File: src/rtl/x_top_mem_bridge.sv
// Purpose : UART memory bridge; serialises a core read/strobed-write request to a host and returns data/ack.
// Latency : write (2+AB+DB) tx frames + 1 rx frame + 2 cycles; read (1+AB) tx frames + DB rx frames + 2 cycles.
// Backpr. : request held on i_valid until the o_accept pulse; tx bytes advance only when the UART tx finishes a frame.
//
// Ports:
//   i_clk, i_nrst          clock, asynchronous active-low reset
//   i_valid/i_rnw/i_addr   request handshake, direction and address (stable until o_accept)
//   i_data/i_strb          write data and byte strobes
//   o_accept/o_err/o_data  one-cycle completion pulse, error flag, read data
//   i_rx/o_tx              UART lines to the host

// UART transmitter: 8N1, LSB first. tx_accept pulses in the last cycle of the stop bit,
// so the bridge sees a byte as consumed only once its frame has fully left the line.
module x_top_mem_bridge_uart_tx #(
   parameter int p_cpb = 10
) (
   input  logic       i_clk,
   input  logic       i_nrst,
   input  logic       tx_valid,
   input  logic [7:0] tx_data,
   output logic       tx_accept,
   output logic       o_tx
);
   localparam int CKW = (p_cpb > 1) ? $clog2(p_cpb) : 1;
   localparam logic [CKW-1:0] CK_LAST = CKW'(p_cpb - 1);

   logic           busy;
   logic [CKW-1:0] clk_cnt;
   logic [3:0]     bit_idx;
   logic [8:0]     shreg;

   assign tx_accept = busy && (clk_cnt == CK_LAST) && (bit_idx == 4'd9);

   always_ff @(posedge i_clk or negedge i_nrst) begin
      if (!i_nrst) begin
         busy    <= 1'b0;
         clk_cnt <= '0;
         bit_idx <= '0;
         shreg   <= '1;
         o_tx    <= 1'b1;
      end else if (!busy) begin
         if (tx_valid) begin
            busy    <= 1'b1;
            clk_cnt <= '0;
            bit_idx <= '0;
            shreg   <= {1'b1, tx_data};
            o_tx    <= 1'b0;
         end
      end else if (clk_cnt == CK_LAST) begin
         clk_cnt <= '0;
         if (bit_idx == 4'd9) begin
            busy <= 1'b0;
         end else begin
            o_tx    <= shreg[0];
            shreg   <= {1'b1, shreg[8:1]};
            bit_idx <= bit_idx + 4'd1;
         end
      end else begin
         clk_cnt <= clk_cnt + CKW'(1);
      end
   end
endmodule

// UART receiver: 8N1, samples mid-bit; rx_valid pulses for one cycle mid stop bit
// when the stop bit reads high (framing errors are dropped silently).
module x_top_mem_bridge_uart_rx #(
   parameter int p_cpb = 10
) (
   input  logic       i_clk,
   input  logic       i_nrst,
   input  logic       i_rx,
   output logic       rx_valid,
   output logic [7:0] rx_data
);
   localparam int CKW = (p_cpb > 1) ? $clog2(p_cpb) : 1;
   localparam logic [CKW-1:0] CK_LAST = CKW'(p_cpb - 1);
   localparam logic [CKW-1:0] CK_HALF = CKW'(p_cpb / 2 - 1);

   logic [1:0]     sync;
   logic           busy;
   logic [CKW-1:0] clk_cnt;
   logic [3:0]     bit_idx;
   logic           rx_s;

   assign rx_s = sync[1];

   always_ff @(posedge i_clk or negedge i_nrst) begin
      if (!i_nrst) begin
         sync     <= 2'b11;
         busy     <= 1'b0;
         clk_cnt  <= '0;
         bit_idx  <= '0;
         rx_data  <= '0;
         rx_valid <= 1'b0;
      end else begin
         sync     <= {sync[0], i_rx};
         rx_valid <= 1'b0;
         if (!busy) begin
            if (!rx_s) begin
               busy    <= 1'b1;
               clk_cnt <= '0;
               bit_idx <= '0;
            end
         end else if (bit_idx == 4'd0) begin
            // re-check the start bit at its midpoint to reject glitches
            if (clk_cnt == CK_HALF) begin
               clk_cnt <= '0;
               if (rx_s) busy <= 1'b0;
               else      bit_idx <= 4'd1;
            end else begin
               clk_cnt <= clk_cnt + CKW'(1);
            end
         end else if (clk_cnt == CK_LAST) begin
            clk_cnt <= '0;
            if (bit_idx == 4'd9) begin
               busy     <= 1'b0;
               rx_valid <= rx_s;
            end else begin
               rx_data <= {rx_s, rx_data[7:1]};
               bit_idx <= bit_idx + 4'd1;
            end
         end else begin
            clk_cnt <= clk_cnt + CKW'(1);
         end
      end
   end
endmodule

module x_top_mem_bridge #(
   parameter int         p_clk_hz     = 1000000,
   parameter int         p_baud       = 9600,
   parameter int         p_timeout    = 100000,
   parameter int         p_addr_bytes = 4,
   parameter int         p_data_bytes = 4,
   parameter logic [7:0] p_ack        = 8'hA5
) (
   input  logic                      i_clk,
   input  logic                      i_nrst,
   input  logic                      i_valid,
   input  logic                      i_rnw,
   input  logic [8*p_addr_bytes-1:0] i_addr,
   input  logic [8*p_data_bytes-1:0] i_data,
   input  logic [p_data_bytes-1:0]   i_strb,
   output logic                      o_accept,
   output logic                      o_err,
   output logic [8*p_data_bytes-1:0] o_data,
   input  logic                      i_rx,
   output logic                      o_tx
);
   localparam int CPB  = p_clk_hz / p_baud;
   localparam int MAXB = (p_addr_bytes > p_data_bytes) ? p_addr_bytes : p_data_bytes;
   localparam int CW   = $clog2(MAXB + 1);
   localparam int TW   = $clog2(p_timeout + 1);
   localparam logic [CW-1:0] AB_LAST = CW'(p_addr_bytes - 1);
   localparam logic [CW-1:0] DB_LAST = CW'(p_data_bytes - 1);
   localparam logic [TW-1:0] TO_LAST = TW'(p_timeout - 1);

   typedef enum logic [2:0] {
      S_IDLE, S_TX_CMD, S_TX_ADDR, S_TX_STRB, S_TX_DATA, S_RX_ACK, S_RX_DATA, S_DONE
   } state_t;

   state_t        state;
   logic [CW-1:0] byte_cnt;
   logic [TW-1:0] to_cnt;
   logic          tx_valid;
   logic [7:0]    tx_byte;
   logic          tx_accept;
   logic          rx_valid;
   logic [7:0]    rx_byte;

   x_top_mem_bridge_uart_tx #(.p_cpb(CPB)) u_tx (
      .i_clk     (i_clk),
      .i_nrst    (i_nrst),
      .tx_valid  (tx_valid),
      .tx_data   (tx_byte),
      .tx_accept (tx_accept),
      .o_tx      (o_tx)
   );

   x_top_mem_bridge_uart_rx #(.p_cpb(CPB)) u_rx (
      .i_clk    (i_clk),
      .i_nrst   (i_nrst),
      .i_rx     (i_rx),
      .rx_valid (rx_valid),
      .rx_data  (rx_byte)
   );

   // Outgoing byte selection; the request fields are held stable by the core.
   always_comb begin
      tx_valid = 1'b0;
      tx_byte  = 8'h00;
      case (state)
         S_TX_CMD: begin
            tx_valid = 1'b1;
            tx_byte  = i_rnw ? 8'hF0 : 8'h0F;
         end
         S_TX_ADDR: begin
            tx_valid = 1'b1;
            for (int b = 0; b < p_addr_bytes; b++)
               if (byte_cnt == CW'(b)) tx_byte = i_addr[8*b +: 8];
         end
         S_TX_STRB: begin
            tx_valid = 1'b1;
            tx_byte  = 8'(i_strb);
         end
         S_TX_DATA: begin
            tx_valid = 1'b1;
            for (int b = 0; b < p_data_bytes; b++)
               if (byte_cnt == CW'(b)) tx_byte = i_data[8*b +: 8];
         end
         default: ;
      endcase
   end

   always_ff @(posedge i_clk or negedge i_nrst) begin
      if (!i_nrst) begin
         state    <= S_IDLE;
         byte_cnt <= '0;
         to_cnt   <= '0;
         o_accept <= 1'b0;
         o_err    <= 1'b0;
         o_data   <= '0;
      end else begin
         case (state)
            S_IDLE: begin
               if (i_valid) begin
                  state    <= S_TX_CMD;
                  byte_cnt <= '0;
               end
            end
            S_TX_CMD: begin
               if (tx_accept) begin
                  state    <= S_TX_ADDR;
                  byte_cnt <= '0;
               end
            end
            S_TX_ADDR: begin
               if (tx_accept) begin
                  if (byte_cnt == AB_LAST) begin
                     state    <= i_rnw ? S_RX_DATA : S_TX_STRB;
                     byte_cnt <= '0;
                     to_cnt   <= '0;
                  end else begin
                     byte_cnt <= byte_cnt + CW'(1);
                  end
               end
            end
            S_TX_STRB: begin
               if (tx_accept) begin
                  state    <= S_TX_DATA;
                  byte_cnt <= '0;
               end
            end
            S_TX_DATA: begin
               if (tx_accept) begin
                  if (byte_cnt == DB_LAST) begin
                     state    <= S_RX_ACK;
                     byte_cnt <= '0;
                     to_cnt   <= '0;
                  end else begin
                     byte_cnt <= byte_cnt + CW'(1);
                  end
               end
            end
            S_RX_DATA: begin
               // a byte arriving on the expiry cycle still counts
               if (rx_valid) begin
                  to_cnt <= '0;
                  for (int b = 0; b < p_data_bytes; b++)
                     if (byte_cnt == CW'(b)) o_data[8*b +: 8] <= rx_byte;
                  if (byte_cnt == DB_LAST) begin
                     state    <= S_DONE;
                     byte_cnt <= '0;
                     o_accept <= 1'b1;
                     o_err    <= 1'b0;
                  end else begin
                     byte_cnt <= byte_cnt + CW'(1);
                  end
               end else if (to_cnt == TO_LAST) begin
                  state    <= S_DONE;
                  byte_cnt <= '0;
                  o_accept <= 1'b1;
                  o_err    <= 1'b1;
                  o_data   <= '0;
               end else begin
                  to_cnt <= to_cnt + TW'(1);
               end
            end
            S_RX_ACK: begin
               if (rx_valid) begin
                  state    <= S_DONE;
                  byte_cnt <= '0;
                  to_cnt   <= '0;
                  o_accept <= 1'b1;
                  o_err    <= (rx_byte != p_ack);
               end else if (to_cnt == TO_LAST) begin
                  state    <= S_DONE;
                  byte_cnt <= '0;
                  o_accept <= 1'b1;
                  o_err    <= 1'b1;
               end else begin
                  to_cnt <= to_cnt + TW'(1);
               end
            end
            S_DONE: begin
               state    <= S_IDLE;
               byte_cnt <= '0;
               o_accept <= 1'b0;
               o_err    <= 1'b0;
            end
            default: begin
               state    <= S_IDLE;
               byte_cnt <= '0;
            end
         endcase
      end
   end
endmodule
File: config.mk
export PLATFORM = sky130hd
export DESIGN_NAME = x_top_mem_bridge
export DESIGN_NICKNAME = d
export VERILOG_FILES = /design/src/rtl/x_top_mem_bridge.sv
export SDC_FILE = /design/constraint.sdc
export NUM_CORES = 1
export LEC_CHECK = 0
export CAP_MARGIN = 20
export CORE_ASPECT_RATIO = 0.5
export CORE_UTILIZATION = 40
export DETAILED_ROUTE_END_ITERATION = 7
export HOLD_SLACK_MARGIN = 0.02
export PLACE_DENSITY = 0.67
export SYNTH_ARGS = -nofsm -noshare
export SYNTH_HDL_FRONTEND = slang
export SYNTH_SLANG_ARGS = --single-unit
File: constraint.sdc
create_clock -name i_clk -period 1.9 [get_ports i_clk]
set_input_delay 0.38 -clock i_clk [delete_from_list [all_inputs] [get_ports i_clk]]
set_output_delay 0.38 -clock i_clk [all_outputs]
set_load 0.02 [all_outputs]
== Word level (Yosys, flattened, before mapping) ==
Cells that the tools add are included.
Word-level totals
  bits in registers: 102
Operators by class
  multiplexer cells: 94
  $add $sub $neg: 6
  reduce and logical (&&, ||, !) cells: 24
  eq/ne operators: 40
  bitwise gates (word level): 2
Operators with widths (number)
  8-bit two-way mux: 13
  17-bit two-way mux: 4
  32-bit two-way mux: 2
  3-bit two-way mux: 19
  7-bit two-way mux: 8
  4-bit two-way mux: 11
  9-bit two-way mux: 4
  17-bit one-hot mux with 2 select lines: 1
  8-bit one-hot mux with 4 select lines: 1
  2-bit inequality test, second input constant: 15
  1-bit two-way mux: 27
  3-bit one-hot mux with 8 select lines: 1
  3-bit one-hot mux with 6 select lines: 1
  3-bit AND reduction: 6
  17-bit by 1-bit adder with 17-bit output, second input constant: 1
  17-bit equality test, second input constant: 1
  7-bit by 1-bit adder with 7-bit output, second input constant: 2
  7-bit equality test, second input constant: 2
  3-bit by 2-bit equality test with 1-bit output, second input constant: 4
  3-bit equality test, second input constant: 4
  3-bit inequality test, second input constant: 4
  4-bit by 1-bit adder with 4-bit output, second input constant: 2
  4-bit equality test, second input constant: 2
  8-bit inequality test, second input constant: 1
  18 further kinds: 30

== Logic depth before layout (Yosys ltp) ==
  word-level depth: 8
  gate-level depth with buffers: 9

== Cells and area by module ==
From an unflattened synthesis, not the netlist that was laid out.
Unflattened totals
  cells, all modules: 627
  area total of the unflattened synthesis: 6099.6 um^2
Modules (own cells, without submodules)
  x_top_mem_bridge: area each 3756.1 um^2, times used 1, cells an instance 422, seq. area each 1426.4 um^2
  x_top_mem_bridge_uart_tx: area each 1191.1 um^2, times used 1, cells an instance 104, seq. area each 536.8 um^2
  x_top_mem_bridge_uart_rx: area each 1152.4 um^2, times used 1, cells an instance 101, seq. area each 578.1 um^2

== Worst setup path after synthesis ==
Ideal clock, no wire load.
  path type: reg2reg
  from: register to_cnt[0]
  to: register o_data[0]
  setup slack: -0.011 ns
  path buffers: 1
  cell stages (with the launch flop): 8
  arrival time: 1.787 ns
  data required time: 1.775 ns
  path through: dfrtp_1 ha_1 and4_1 buf_2 nand4_1 nor2_2 o21ai_2 mux2_2
On the way
  cells in the longest elaborated chain, start to end: 3
RTL lines
  start, declared: line 164  | logic [TW-1:0] to_cnt;
  start signal, assigned: line 286  | to_cnt <= to_cnt + TW'(1);
  start signal, assigned: line 302  | to_cnt <= to_cnt + TW'(1);
  17-bit equality test: line 279  | end else if (to_cnt == TO_LAST) begin
  2-bit nonzero test (no source line)
  3-bit AND reduction (no source line)
  end signal, assigned by index: line 270  | if (byte_cnt == CW'(b)) o_data[8*b +: 8] <= rx_byte;
  end, declared: line 146  | output logic [8*p_data_bytes-1:0] o_data,
Every way passes these cells.
A chain may end at the register's enable or synchronous reset.

== Final worst setup path ==
  from: register u_tx.bit_idx[1]
  to: register u_tx.shreg[6]
On the way
  cells in the longest elaborated chain, start to end: 3
RTL lines
  start, declared: line 29  | logic [3:0] bit_idx;
  start signal, assigned: line 56  | bit_idx <= bit_idx + 4'd1;
  4-bit equality test: line 51  | if (bit_idx == 4'd9) begin
  2-bit inequality test (no source line)
  3-bit AND reduction (no source line)
  end signal, assigned: line 46  | shreg <= {1'b1, tx_data};
  end signal, assigned: line 55  | shreg <= {1'b1, shreg[8:1]};
  end, declared: line 30  | logic [8:0] shreg;
Every way passes these cells.

==> results.md <==
* Area Growth Syn to Fin at 38.36%
* Total track usage at 20.45%
* Final Instance Area at 7988 µm²
* Antenna-violating nets left at 0
* TritonRoute pass-1 iters at 5
* Peak per-stage delay on the critical path at 0.40 ns
* Multi-input gate area at 3110 µm²
* Gpl congestion at 0.8281
* Worst Hold Launch: u_rx.sync[0]$_DFF_PN1_
* HPWL after DPL at 10.96 mm
* Syn avg cell area at 9.449 µm²
* Via Count at 5298
* Critical path launch point: u_tx.bit_idx[1]$_DFFE_PN0P_
* Initial Util at 41.79%
* Min-delay worst type: reg -> reg
* Max transition margin at 64.49%
* Root cell of the clock tree: clkbuf_16
* Final wirelength at 15.39 mm
* CTS tree: done
* Max VDD drop at 0.4178 mV
* CTS Buf Count at 9
* Inserted Diodes at 0
* Worst-margin pin slew at 0.5287 ns
* Global-route wire length before repair at 24.27 mm
* Clock-pin slew on the worst setup and hold paths at 0.08 ns
* Final setup margin at 0.03386 ns
* Post-synthesis register bit count at 101
* CP max stage cell: dfrtp_1
* I/O Buffers at 107
* Layout cells sized above 1 at 20.70%
* Post-Synthesis Cell Area at 5773 µm²
* Most frequent cells in the layout: 106 x clkdlybuf4s50_1, 88 x dfrtp_1, 59 x nand2_1, 58 x buf_4, 50 x o21ai_0
* Max_cap viols at 0
* WL/cell at 16.03 µm
* RSZ-0062 raised after global routing: yes
* Antenna violations before repair at 0
* Crit path kind: reg -> reg
* Async SR Flop Fraction at 100.0%
* Slew Viols, Final at 0
* Setup Skew at 0.01024 ns
* Vias in the first global route at 4868
* Static leakage at 0.003506 µW
* Core footprint at 13810 µm²
* Post-Syn Instances at 611
* Share of the synthesized area in the top cell type at 39.01%
* Nets at 848
* Crit-path cells: inv_1 > ha_1 > and3b_2 > nor3b_2 > nor2_2 > a22o_1 > a211o_1
* Area contributors post-synth: dfrtp_1 39%, dfstp_2 5.0%, mux2_2 4.9%, o21ai_0 4.6%, nand2_1 3.9%
* Final Power at 4399 µW
* Total grt overflow at 0
* Req. time, crit path at 2.17 ns
* Final hold violations at 0
* Initial DRC Count at 394
* Period Utilization, post-route at 98.22%
* Post-Syn Nets at 696
* Clk Latency, worst-skew pair at 0.35 ns
* Row count at 30
* Chip Height at 86.95 µm
* Netlist cell types at 74
* F_max at 0.5359 GHz
* Pin count of the biggest net entering global routing at 36
* CTS max path bufs at 2
* PD cells at 550.8 nW/µm²
* Crit path arrival time at 2.14 ns
* Reg-to-Reg Start: u_tx.bit_idx[1]$_DFFE_PN0P_
* Clk sinks at 101
* CTS H-tree lvls at 3
* Cell taking the most area after synthesis: dfrtp_1
* Post-DP Area at 7450 µm²
* CP top delay family: simple AND/OR/NAND/NOR gates
* Setup Slack @ Placement at -0.08126 ns
* # setup viols final at 0
* Seq/Total Area, Yosys at 44.02%
* Post-synth EDFFs at 0
* Via/cell ratio at 5.519
* Outcome: complete, no violations
* Final min period at 1.866 ns
* DRC Markers at 0
* Die width at 171.9 µm
* Number of I/O pins at 108
* Crit. End Element: flip-flop
* Main synth FF type: dfrtp_1
* Worst path bufs/invs at 1
* Commonest non-fill, non-tap cell in the layout: clkdlybuf4s50_1
* FILL cells at 1212
* Setup crit start kind: flip-flop
* Sequential Area at 2544 µm²
* Yosys warns at 0
* Crit path max fanout at 11
* Die ar. at 14950 µm²
## per-layer routing
layer	global-route usage [%]	vias to the layer above	part of all wire [%]
li1	-	2562	-
met4	4.344	0	0.88
met3	3.998	12	5.3
met2	34.02	136	48
met5	0	-	0
met1	27.77	2588	46
## path summary, 6_finish.rpt
kind	to	slack (ns)	depth (start not counted)
setup / recovery	u_tx.shreg[6]$_DFFE_PN1P_	0.03	7
hold / removal	u_rx.sync[1]$_DFF_PN1_	0.36	0
setup reg to reg	u_tx.shreg[6]$_DFFE_PN1P_	0.03	7
hold reg to reg	u_rx.sync[1]$_DFF_PN1_	0.36	0
max in group asynchronous	u_tx.shreg[2]$_DFFE_PN1P_	0.73	3
min in group asynchronous	u_rx.clk_cnt[2]$_DFFE_PN0P_	0.52	2
## flip-flops by register name (all words and copies together) (netlist names), 4 cells and up
signal	flops
u_tx.shreg	8
u_tx.clk_cnt	7
u_rx.clk_cnt	7
to_cnt	17
u_rx.bit_idx	4
u_tx.bit_idx	4
o_data	32
u_rx.rx_data	8
## synth_stat cells, types with 5 or more instances
library cell and instances:
dfrtp_1 90, nand2_1 60, o21ai_0 53, a21oi_1 39, nor2_1 32, nand3_1 29
mux2_2 25, a22o_1 24, clkbuf_1 19, inv_1 19, nor2b_1 15, o21ai_1 15
and2_1 12, and3_1 12, ha_1 12, buf_2 11, dfstp_2 11, o31ai_1 10
a31oi_1 9, nand4_1 8, nor3_1 7, a22oi_1 5, xor2_1 5
## metrics by stage
step	util [%]	std cells	TNS, ns	hold slack, ns
6_report	57.83	960	0	0.3580
3_5_place_dp	53.93	935	-0.1557	0.3470
4_1_cts	56.59	953	-0.007043	0.3588
3_3_place_gp	53.93	935	0	0.3458
2_1_floorplan	-	611	-0.1796	0.08441
5_1_grt	57.83	960	-0.1976	0.3684
## area by class of cell
type | count | area share [%]
multi-input cells | 455 | 38.94
flip-flops and latches | 101 | 31.85
repair buffers | 176 | 21.27
well taps | 192 | 3.008
clock buffers | 10 | 2.992
clock inverters | 6 | 1.003
inverters | 20 | 0.9398
## where the power goes
part / internal, µW / switching (µW)
clock network: 1080 / 875
logic: 166 / 98.1
registers: 2170 / 9.18
total: 3420 / 982
## what timing repair did
item | in CTS | in global routing
endpoints found under the setup margin | 16 | 71
hold endpoints to repair | 25 | 0
buffers inserted | 1 | 4
resized for setup | 7 | 25
pin swaps | 1 | 12
hold buffers | 1 | 0
cloned | 0 | 3
## kinds of logic after synthesis
| kind of cell | synth area share, % |
|---|---|
| AND/OR/NAND/NOR | 21.02 |
| adder cells (fa/ha/maj) | 2.601 |
| AO/OA/AOI/OAI | 21.83 |
| XOR/XNOR | 0.9103 |
| flip-flops | 44.02 |
| buffers and inverters | 4.378 |
| multiplexers | 5.245 |
Power figures use the tool's default switching activity.
